### src/rtl/sha256_round_sched.sv
// sha256_round_sched: collects a 512-bit block, expands W_t on the fly and
// sequences the external compression datapath through init, rounds and update.
module sha256_round_sched #(
    parameter int ROUNDS = 64
) (
    input  logic        clk,
    input  logic        rst,
    input  logic        word_valid_i,
    input  logic [31:0] word_i,
    input  logic        last_blk_i,
    output logic        busy_o,
    output logic        overflow_o,
    output logic        init_o,
    output logic        first_o,
    output logic        round_en_o,
    output logic [5:0]  t_o,
    output logic [31:0] wt_o,
    output logic        update_o,
    output logic        done_o
);
    typedef enum logic [2:0] {IDLE, LOAD, INIT, ROUND, UPDATE, DONE} state_t;
    localparam logic [5:0] T_LAST = 6'(ROUNDS - 1);
    state_t      state;
    logic [31:0] w [16];
    logic [3:0]  cnt;
    logic [5:0]  t;
    logic        first_q;
    logic        last_q;
    logic        ovf_q;
    logic [31:0] w_next;
    function automatic logic [31:0] sig0(input logic [31:0] x);
        return {x[6:0], x[31:7]} ^ {x[17:0], x[31:18]} ^ (x >> 3);
    endfunction
    function automatic logic [31:0] sig1(input logic [31:0] x);
        return {x[16:0], x[31:17]} ^ {x[18:0], x[31:19]} ^ (x >> 10);
    endfunction
    // w[0] always holds W_t; w[15] receives W_{t+16} as the window slides
    assign w_next = sig1(w[14]) + w[9] + sig0(w[1]) + w[0];
    always_ff @(posedge clk or negedge rst) begin
        if (!rst) begin
            state   <= IDLE;
            cnt     <= '0;
            t       <= '0;
            first_q <= 1'b1;
            last_q  <= 1'b0;
            ovf_q   <= 1'b0;
            for (int i = 0; i < 16; i++) w[i] <= '0;
        end else begin
            if (word_valid_i && busy_o) ovf_q <= 1'b1;
            case (state)
                IDLE, LOAD: if (word_valid_i) begin
                    w[cnt] <= word_i;
                    cnt    <= cnt + 4'd1;
                    state  <= (cnt == 4'd15) ? INIT : LOAD;
                    if (cnt == 4'd15) last_q <= last_blk_i;
                end
                INIT: begin
                    t     <= '0;
                    state <= ROUND;
                end
                ROUND: begin
                    for (int i = 0; i < 15; i++) w[i] <= w[i+1];
                    w[15] <= w_next;
                    t     <= t + 6'd1;
                    if (t == T_LAST) state <= UPDATE;
                end
                UPDATE: begin
                    first_q <= last_q;
                    cnt     <= '0;
                    state   <= last_q ? DONE : IDLE;
                end
                default: state <= IDLE;
            endcase
        end
    end
    assign busy_o     = (state == INIT) || (state == ROUND) || (state == UPDATE) || (state == DONE);
    assign overflow_o = ovf_q;
    assign init_o     = state == INIT;
    assign first_o    = first_q;
    assign round_en_o = state == ROUND;
    assign t_o        = round_en_o ? t : '0;
    assign wt_o       = round_en_o ? w[0] : '0;
    assign update_o   = state == UPDATE;
    assign done_o     = state == DONE;
endmodule

### config.mk
export PLATFORM = sky130hd
export DESIGN_NAME = sha256_round_sched
export DESIGN_NICKNAME = d
export VERILOG_FILES = /design/src/rtl/sha256_round_sched.sv
export SDC_FILE = /design/constraint.sdc
export NUM_CORES = 1
export LEC_CHECK = 0
export ABC_AREA = 1
export CAP_MARGIN = 20
export CORE_MARGIN = 2
export CORE_UTILIZATION = 32
export CTS_BUF_LIST = sky130_fd_sc_hd__clkbuf_4
export DETAILED_ROUTE_END_ITERATION = 10
export PLACE_DENSITY = 0.51
export RECOVER_POWER = 25
export SYNTH_ARGS = -nofsm -noshare
export SYNTH_HDL_FRONTEND = slang
export SYNTH_SLANG_ARGS = --single-unit
### constraint.sdc
create_clock -name clk -period 4 [get_ports clk]
set_input_delay 0.8 -clock clk [delete_from_list [all_inputs] [get_ports clk]]
set_output_delay 0.8 -clock clk [all_outputs]
set_load 0.005 [all_outputs]
Word level (Yosys, flattened, before mapping)
Cells that the tools add are included.
- output and inout port bits: 45
- flip-flop bits (word level): 528
- word-level logic and storage cells: 72
- input bits: 36
- mux-type cells: 15
- reductions and logical operators: 14
- eq/ne operators: 9
- $add $sub $neg: 5
- bitwise gates (word level): 5
- order comparisons: 2
- operators with widths (kind ; number):
    512-bit one-hot mux with 2 select lines ; 1
    512-bit bitwise mux ; 1
    512-bit 2-to-1 mux ; 1
    32-bit demux with 4-bit select ; 1
    32-bit adder ; 3
    32-bit 2-to-1 mux ; 2
    32-bit bitwise XOR ; 2
    32-bit by 22-bit bitwise XOR with 32-bit output ; 1
    32-bit by 29-bit bitwise XOR with 32-bit output ; 1
    3-bit one-hot mux with 4 select lines ; 1
    6-bit one-hot mux with 2 select lines ; 1
    3-bit 2-to-1 mux ; 3
    4-bit one-hot mux with 2 select lines ; 1
    6-bit by 1-bit adder with 6-bit output, second input constant ; 1
    3-bit by 2-bit equality test with 1-bit output, second input constant ; 2
    3-bit equality test, second input constant ; 2
    6-bit equality test, second input constant ; 1
    6-bit 2-to-1 mux ; 1
    2-bit AND reduction ; 3
    2-bit nonzero test ; 3
    5-bit greater-or-equal comparator, second input constant ; 1
    5-bit by 1-bit < comparator with 1-bit output, second input constant ; 1
    4-bit inverter with 5-bit output ; 1
    4-bit by 1-bit adder with 4-bit output, second input constant ; 1
    11 further kinds ; 14

Longest topological paths before layout
- depth in word-level cells: 8
- depth in mapped cells: 20
- gate-level depth less buffers: 19

Least setup slack after synthesis
Ideal clock, no wire load.
- path kind: reg2reg
- from: reg w[50] (netlist name)
- to: reg w[29] (netlist name)
- stages on the path, launching flop included: 20
- path slack: 667 ps
- clock period less this slack: 3333 ps
- library setup time: 77 ps
- required time: 3923 ps
- data arrival time: 3256 ps
- path buffers: 1
- cell sequence: dfrtp_1 -> clkbuf_1 -> xnor2_1 -> xor2_1 -> fa_1 -> inv_1 -> fa_1 -> ha_1 -> fa_1 -> nand2_1 -> inv_1 -> nand2_1 -> nand2_1 -> nand3_1 -> nand3_1 -> nand2_1 -> nand2_1 -> nand2_1 -> nand3_1 -> a21oi_1
- cells in the longest elaborated chain, start to end: 6
- RTL lines (element ; RTL line ; text):
    start, declared ; 24 ; logic [31:0] w [16];
    start signal, assigned by index ; 52 ; w[cnt] <= word_i;
    32-bit bitwise XOR ; 35 ; return {x[16:0], x[31:17]} ^ {x[18:0], x[31:19]} ^ (x >> 10);
    32-bit by 22-bit bitwise XOR with 32-bit output (*) ; 35 ;
    32-bit adder (*) (3 in a row) ; 38 ; assign w_next = sig1(w[14]) + w[9] + sig0(w[1]) + w[0];
    512-bit one-hot mux with 2 select lines (*) ; 50 ; case (state)
Mark *: on every way between the ends. The rest lies on a longest branch, timed or not.
A chain may end at the register's enable or synchronous reset.

Final worst setup path
- from: reg w[54] (netlist name)
- to: reg w[23] (netlist name)
The elaborated chain is that of the path after synthesis.

==> impl_metrics.py <==
metrics = {
    "outcome": {
        "status": "finished with violations",
        "violations": "max-capacitance violations, max-slew violations",
    },
    "clock_tree": {
        "clkSinkCount": 528,
        "cts-root-buf": "clkbuf_4",
        "cts_buffer_depth": 3,
        "cts_setup_buffers": 0,
        "cts_buffers": 150,
        "htree_levels": 4,
        "cts_tree": "built",
        "clock_latency_ps": 1010,
        "clkTransAtPathRegs_ps": 60,
    },
    "cells_and_area": {
        "final_area_um2": 33900,
        "fillers": 9913,
        "seqCellArea_um2": 13200,
        "multiInputGateArea_um2": 12900,
        "layout_common_cells": "nand2_1 (789), inv_1 (685), dfrtp_1 (527)",
        "area_growth_pct": 13.7,
        "fin_nets": 3960,
        "mostFrequentLayoutCell": "nand2_1",
        "drive_gt1_share_pct": 8.70,
    },
    "critical_path": {
        "rr_endpoint": "w[23]",
        "crit_slowest_cell": "fa_1",
        "cp-startpoint": "w[54]",
        "reg2reg_slack_ps": 140,
        "worstSetupPathType": "reg2reg",
        "cp_num_buf_inv": 1,
        "crit_path_max_fanout": 4,
        "crit_required_ps": 4920,
        "critPathMaxStageDelay_ps": 510,
        "r2r_cells": 16,
        "arrival_ps": 4780,
        "path_common_cell": "nand2_1",
        "critPathTopFamily": "adder cells",
        "path_cells": "xnor2_1 > xor2_1 > fa_1 > inv_1 > fa_1 > ha_1 > nand2_1 > nor2_1 > nand2_1 > nand3_1 > nand2_1 > nand2_1 > nand2_1 > nand3_1 > nand3_1 > a21oi_1",
        "critPathLaunchType": "register",
        "reg2reg_from": "w[54]",
        "end_kind": "register",
    },
    "global_routing": {
        "grt_overflow": 0,
        "antenna_found_initial": 4,
        "grt.total_usage_pct": 21.7,
        "grt_pass1_wl_um": 157000,
        "grt_max_degree": 118,
        "grt_pass1_vias": 25200,
    },
    "timing": {
        "hold_viol": 0,
        "tightest_slew_ps": 2040,
        "finalCritPeriodShare_pct": 96.6,
        "period_needed_ps": 3860,
        "rsz0062_at_grt": "no",
        "fmax_ghz": 0.259,
        "finalMaxSlewViolations": 120,
        "tns_ps": 0,
        "setup-violations-final": 0,
        "maxSlewHeadroom_pct": -36.3,
        "fin_worst_skew_ps": 51.6,
    },
    "route": {
        "drc": 0,
        "via_per_inst": 4.98,
        "drt_iter0_drc": 2076,
        "wirelength_um": 102000,
        "first_pass_iters": 6,
        "wl_per_cell_um": 19.7,
        "ant_nets": 0,
        "via_count": 25800,
    },
    "placement": {
        "dp_hpwl_um": 70300,
        "port_buffers": 80,
        "dpl_cell_area_um2": 31900,
        "gp_congestion": 0.929,
    },
    "flow_run": {
        "cap_violations": 2,
    },
    "power_and_ir_drop": {
        "totalPowerFinal_mw": 32.6,
        "power.density_nw_per_um2": 964,
        "vdd.ir_drop.worst_uv": 648,
        "p_leak_nw": 14.6,
    },
    "logic_synthesis": {
        "syn_nets": 3895,
        "synthFlopType": "dfrtp_1",
        "ys_types": 37,
        "synth_seq_area_share_pct": 44.4,
        "synth-edff-count": 0,
        "ys_seq_elements": 528,
        "syn_inst": 3759,
        "synth-async-reset-ratio_pct": 100,
        "avgSynthCellArea_um2": 7.92,
        "ys_warn_count": 0,
        "synthesis.area_um2": 29800,
    },
    "hold_path": {
        "min_delay_path_depth": 3,
        "min_path_type": "in2reg",
        "worst_hold_path.endpoint": "last_q",
        "hold_start": "last_blk_i",
    },
    "floorplan": {
        "dieArea_um2": 95500,
        "die_y_um": 309,
        "io_pins": 81,
        "core_um2": 91900,
        "row_count": 111,
        "fp.dieW_um": 309,
        "initial_core_util_pct": 32.4,
    },
}
flip-flops by register name, indices dropped and copies added, names as in the netlist:
register,cells
cnt,4
first_o,1
last_q,1
overflow_o,1
state,3
t,6
w,512
routing by layer:
layer / wire length [um] / vias up / track usage (%)
met1: 47000 / 12700 / 29.5
met4: 2230 / 2 / 6.99
li1: - / 12400 / -
met2: 47800 / 575 / 35.0
met5: 13 / - / 0
met3: 5000 / 136 / 3.60
repair_timing:
| item | CTS | global route |
|---|---|---|
| resized for setup | 0 | 1 |
| hold endpoints to repair | 63 | 0 |
| endpoints found under the setup margin | 0 | 2 |
| hold buffers | 1 | 0 |
tightest hold or removal path, delay by kind of cell:
family	cells	cell delay [ps]
AO/OA/AOI/OAI	1	40
AND/OR/NAND/NOR	1	100
buffers and inverters	1	400
how the worst max path moves through the flow:
stage	endpoint	slack, ps	depth (start not counted)
after floorplan	w[29]	670	19
after CTS	wt_o[17]	100	5
final	w[23]	140	16
after detailed placement	w[29]	230	18
after global placement	w[29]	290	18
after global routing	wt_o[1]	5	5
cells by family (layout without fill, tap and decap cells):
| family | count (synthesis) | in the layout | share of synthesized area, % |
|---|---|---|---|
| AOI/OAI and AO/OA | 1091 | 1091 | 21.0 |
| and+or+nand+nor | 974 | 974 | 12.7 |
| buffers and inverters | 937 | 1107 | 12.4 |
| adders and majority gates | 100 | 100 | 5.77 |
| DFF | 528 | 528 | 44.4 |
| other | 0 | 3 | 0 |
| xor gates and xnor gates | 129 | 129 | 3.79 |
metrics by stage:
stage	cells	hold slack [ps]	setup slack, ps	util (%)
2_1_floorplan	3759	451	667	-
3_3_place_gp	4914	447	288	34.7
3_5_place_dp	4914	447	226	34.7
4_1_cts	5172	280	102	36.8
5_1_grt	5174	425	5.21	36.8
6_report	5175	386	138	36.8
layout make-up:
type                            instances  share of cell area, %
Clock inverter                         30                  0.776
Timing Repair Buffer                  161                   4.83
Antenna cell                            3                 0.0222
Clock buffer                          227                   5.03
Tap cell                             1243                   4.59
Sequential cell                       528                   39.0
Inverter                              689                   7.66
Multi-Input combinational cell       2294                   38.1
cell usage after synthesis (3+ instances only):
library cell  count  area [um^2]
nand2_1         790         2970
inv_1           684         2570
dfrtp_1         527        13200
o21ai_0         499         2500
o22ai_1         455         2850
buf_2           127          636
clkbuf_1        117          439
nor2_1          111          417
a21oi_1          67          335
xnor2_1          65          569
xor2_1           64          561
fa_1             62         1240
nand3_1          53          265
ha_1             38          475
o21ai_1          35          175
a21oi_4          15          244
a31oi_1          11         68.8
nor3_1            9         45.0
inv_2             4         15.0
nand3b_1          3         22.5
report_power, final:
group          internal, mW  switching, mW  leakage (nW)  total [mW]
clock network          2.90           2.50          1.17        5.39
registers              7.42           1.12          7.16        8.53
logic                  5.81           12.9          6.26        18.7
total                  16.1           16.5          14.6        32.6
(Power assumes the default switching activity.)
